## config.mk

```make
export PLATFORM = sky130hd
export DESIGN_NAME = sync_debounce
export DESIGN_NICKNAME = d
export VERILOG_FILES = /design/src/rtl/sync_debounce.sv
export SDC_FILE = /design/constraint.sdc
export NUM_CORES = 1
export LEC_CHECK = 0
export BUFFER_PORTS_ARGS = -buffer_cell sky130_fd_sc_hd__buf_4
export CAP_MARGIN = 20
export CORE_UTILIZATION = 47
export DETAILED_ROUTE_END_ITERATION = 10
export PLACE_DENSITY = 0.72
export SETUP_SLACK_MARGIN = 0.05
export SLEW_MARGIN = 15
export SYNTH_ARGS = -nofsm -noshare
export SYNTH_HDL_FRONTEND = slang
export SYNTH_SLANG_ARGS = --single-unit
export TNS_END_PERCENT = 50
```

## constraint.sdc

```tcl
create_clock -name clock -period 1.1 [get_ports clock]
set_clock_uncertainty 0.1 [all_clocks]
set_input_delay 0.22 -clock clock [delete_from_list [all_inputs] [get_ports clock]]
set_output_delay 0.22 -clock clock [all_outputs]
set_load 0.02 [all_outputs]
```

## src/rtl/sync_debounce.sv

```systemverilog
// sync_debounce
//   Per-channel synchronizer, debounce filter and edge detector for
//   asynchronous raw inputs such as switches and keys.
//
// Parameters
//   WIDTH     : number of independent channels (>= 1)
//   STAGES    : synchronizer flop depth per channel (>= 2)
//   DB_CYCLES : consecutive stable cycles needed to accept a new level
//               (1..65535)
//
// Ports
//   clock  : single clock; every flop uses its rising edge
//   reset  : asynchronous active-low reset; clears every flop
//   d      : raw asynchronous inputs
//   sync_q : last synchronizer stage per channel (not debounced)
//   level  : debounced, synchronized level per channel
//   rise   : one-cycle registered pulse when level goes 0->1
//   fall   : one-cycle registered pulse when level goes 1->0
module sync_debounce #(
   parameter int unsigned WIDTH     = 4,
   parameter int unsigned STAGES    = 2,
   parameter int unsigned DB_CYCLES = 4
) (
   input  logic             clock,
   input  logic             reset,
   input  logic [WIDTH-1:0] d,
   output logic [WIDTH-1:0] sync_q,
   output logic [WIDTH-1:0] level,
   output logic [WIDTH-1:0] rise,
   output logic [WIDTH-1:0] fall
);

   // Counter only has to reach DB_CYCLES-1, so it never wraps.
   localparam int unsigned    CW       = $clog2(DB_CYCLES) + 1;
   localparam logic [CW-1:0]  CNT_LAST = CW'(DB_CYCLES - 1);

   // Stage 0 samples d; stage STAGES-1 is the synchronized output.
   logic [STAGES-1:0][WIDTH-1:0] sync_chain_q;

   logic [CW-1:0]    cnt_q [WIDTH];
   logic [CW-1:0]    cnt_d [WIDTH];
   logic [WIDTH-1:0] level_q, level_d;
   logic [WIDTH-1:0] rise_q,  rise_d;
   logic [WIDTH-1:0] fall_q,  fall_d;

   // ------------------------------------------------------------------
   // Synchronizer chain
   // ------------------------------------------------------------------
   always_ff @(posedge clock or negedge reset) begin
      if (!reset) begin
         sync_chain_q <= '0;
      end else begin
         sync_chain_q <= {sync_chain_q[STAGES-2:0], d};
      end
   end

   assign sync_q = sync_chain_q[STAGES-1];

   // ------------------------------------------------------------------
   // Debounce filter and edge detection
   //   A mismatch between sync_q and level counts up; the edge on which
   //   the count already sits at DB_CYCLES-1 accepts the new level.  Any
   //   agreement clears the count so glitches never accumulate.  The
   //   rise/fall pulses are computed from the acceptance itself, so they
   //   are registered together with the new level and appear in exactly
   //   the cycle level first shows its new value.
   // ------------------------------------------------------------------
   always_comb begin
      level_d = level_q;
      rise_d  = '0;
      fall_d  = '0;
      cnt_d   = '{default: '0};
      for (int unsigned i = 0; i < WIDTH; i++) begin
         if (sync_q[i] != level_q[i]) begin
            if (cnt_q[i] == CNT_LAST) begin
               level_d[i] = sync_q[i];
               rise_d[i]  = sync_q[i];
               fall_d[i]  = ~sync_q[i];
            end else begin
               cnt_d[i] = cnt_q[i] + CW'(1);
            end
         end
      end
   end

   always_ff @(posedge clock or negedge reset) begin
      if (!reset) begin
         cnt_q   <= '{default: '0};
         level_q <= '0;
         rise_q  <= '0;
         fall_q  <= '0;
      end else begin
         cnt_q   <= cnt_d;
         level_q <= level_d;
         rise_q  <= rise_d;
         fall_q  <= fall_d;
      end
   end

   assign level = level_q;
   assign rise  = rise_q;
   assign fall  = fall_q;

endmodule

```

==> summary.md <==
| Metric | Value |
|---|---|
| Setup-failing EPs final | `31` |
| Maximum VDD drop | `1550 uV` |
| Area of the mapped netlist | `0.00117 mm^2` |
| IO Pins | `22` |
| CTS Root Cell | `clkbuf_4` |
| Fin. Hold Viols | `0` |
| Crit path required time | `0.78 ns` |
| Minimum clock period | `1.30 ns` |
| RSZ-0062 raised after global routing | `yes` |
| Via count | `792` |
| Final HPWL DP | `1230 um` |
| Failing checks | `setup timing` |
| Vias in the first global route | `871` |
| Final net count | `144` |
| GRT overflow | `0` |
| Initial DRC count | `9` |
| Sequential area share after synthesis | `0.684` |
| CP Max Fanout | `2` |
| Max Slew Vio Count | `0` |
| Critical Path Source Type | `flip-flop` |
| YS warnings | `0` |
| Die Ht | `51.9 um` |
| DP Area | `0.00145 mm^2` |
| Row cnt | `17` |
| Drt drc | `0` |
| Total CTS buffers | `5` |
| Arrival time worst endpoint | `0.98 ns` |
| Post-Layout Cell Count | `160` |
| Pwr Density | `2100 mW/mm^2` |
| Clock sink count | `32` |
| Core Util, Final | `0.874` |
| Drt first pass iters | `4` |
| H-tree levels | `2` |
| Gate Count Post-Synth | `72` |
| Worst min-delay path class | `reg2reg` |
| Setup TNS Final | `-2.48 ns` |
| Drt total wl | `2620 um` |
| Via/cell ratio | `4.95` |
| Crit path capture type | `output pin` |
| Largest net degree at the start of global routing | `33` |
| Clock buffer depth | `2` |
| Initial antenna violation count | `0` |
| ANT nets after route | `0` |
| Final RePlAce weighted congestion | `0.709` |
| Post-synthesis register bit count | `32` |
| Die W | `51.9 um` |
| Worst hold slack | `0.257 ns` |
| Cell variety after synth | `8` |
| Syn_area_per_cell | `16.3 um^2` |
| Placed cells | `129` |
| Initial Utilization | `0.515` |
| GRT Resource Usage Total | `0.200` |
| Critical path class | `reg2out` |
| Wire length per cell | `16.3 um` |
| Leak Pwr | `0.000942 uW` |
| Worst slew margin | `0.739` |
| Max Cap Violations | `0` |
| Die area | `0.00270 mm^2` |
| Post-route design area | `0.00199 mm^2` |
| Share of cells above drive strength 1 | `0.674` |
| # port buffers | `21` |
| N_diodes | `0` |
| Reg clk slew, reported paths | `0.08 ns` |
| Syn_nets | `82` |
| Global-route wire length before repair | `3720 um` |
| Setup WS post-layout | `-0.199 ns` |
| Core Box Area | `0.00228 mm^2` |
| Worst-Margin Slew | `0.391 ns` |
| CTS tree | `yes` |
| Tcrit/Tclk final | `1.18` |
| Fmax | `770 MHz` |
| Worst-Skew Late Latency | `0.31 ns` |
| Status | `finished with violations` |
| Synth-to-layout area growth | `69.8%` |
## cell usage in the layout (no fill, tap or decap), drive strengths merged
cell / n
and3b: 4
ha: 4
dfrtp: 32
buf: 54
clkbuf: 5
mux2: 4
nand2b: 4
nor3b: 16
dlygate4sd3: 5
xnor2: 4
## synth_stat cells
master | count | area (um^2)
dfrtp_1 | 32 | 801
nor3b_1 | 16 | 120
and3b_1 | 4 | 35.0
buf_4 | 4 | 30.0
ha_1 | 4 | 50.1
mux2_2 | 4 | 45.0
nand2b_4 | 4 | 55.1
xnor2_1 | 4 | 35.0
## per-stage QoR
stage               power [uW]  setup WS (ns)
floorplan                 2200        -0.0365
global placement          2620        -0.0571
detailed placement        2670        -0.0804
CTS                       3860         -0.205
global route              4430         -0.250
finish                    4180         -0.199
## sequential cells by signal, indices dropped and copies added, names as in the netlist
register,cells
cnt_q,12
fall,4
level,4
rise,4
sync_chain_q,4
sync_q,4
## path summary, 6_finish.rpt
check                                          start                    to  slack, ns  cells past startpoint
min reg2reg                sync_chain_q[1]$_DFF_PN0_   sync_q[1]$_DFF_PN0_       0.26                      0
min in group asynchronous                      reset  level[0]$_DFFE_PN0P_       0.30                      2
min                        sync_chain_q[1]$_DFF_PN0_   sync_q[1]$_DFF_PN0_       0.26                      0
max reg2reg                     level[3]$_DFFE_PN0P_    cnt_q[1]$_DFF_PN0_      -0.13                      3
max in group asynchronous                      reset    cnt_q[4]$_DFF_PN0_       0.31                      2
max                              sync_q[3]$_DFF_PN0_             sync_q[3]      -0.20                      2
## worst max-delay path, cell delays in order, from the launching register on
cell     delay (ns)
dfrtp_1        0.42
buf_6          0.13
buf_6          0.12
## layer usage
metal  vias to the layer above  global-route usage  routed length, um
li1                        366                   -                  -
met2                        20               0.363               1450
met4                         0              0.0811                 48
met5                         -                   0                  0
met1                       402               0.217               1040
met3                         4              0.0556                 77
## power by group
part	leakage [uW]	total [uW]	switching, uW	internal (uW)
Combinational	0.000508	2040	778	1270
Sequential	0.000412	1590	193	1400
Clock	0.0000230	538	325	213
Total	0.000942	4180	1300	2880
## cells by family (layout without fill, tap and decap cells)
| group | after synthesis | count (layout) | synth area share |
|---|---|---|---|
| adder cells (fa/ha/maj) | 4 | 4 | 0.0427 |
| XOR/XNOR | 4 | 4 | 0.0299 |
| multiplexers | 4 | 4 | 0.0385 |
| flip-flops | 32 | 32 | 0.684 |
| AND/OR/NAND/NOR | 24 | 24 | 0.179 |
| buffers and inverters | 4 | 64 | 0.0256 |
## what timing repair did
| action | CTS | global route |
|---|---|---|
| resized for setup | 38 | 19 |
| endpoints found under the setup margin | 35 | 40 |
| pin swaps | 2 | 8 |
| hold endpoints to repair | 36 | 0 |
| hold buffers | 5 | 0 |
| buffers inserted | 17 | 5 |
## cell type report
cell class	count	area [um^2]
fillers	86	288
multi-input cells	36	539
flip-flops and latches	32	801
repair buffers	59	576
well taps	28	35.0
clock buffers	5	37.5
(Power assumes the default switching activity.)
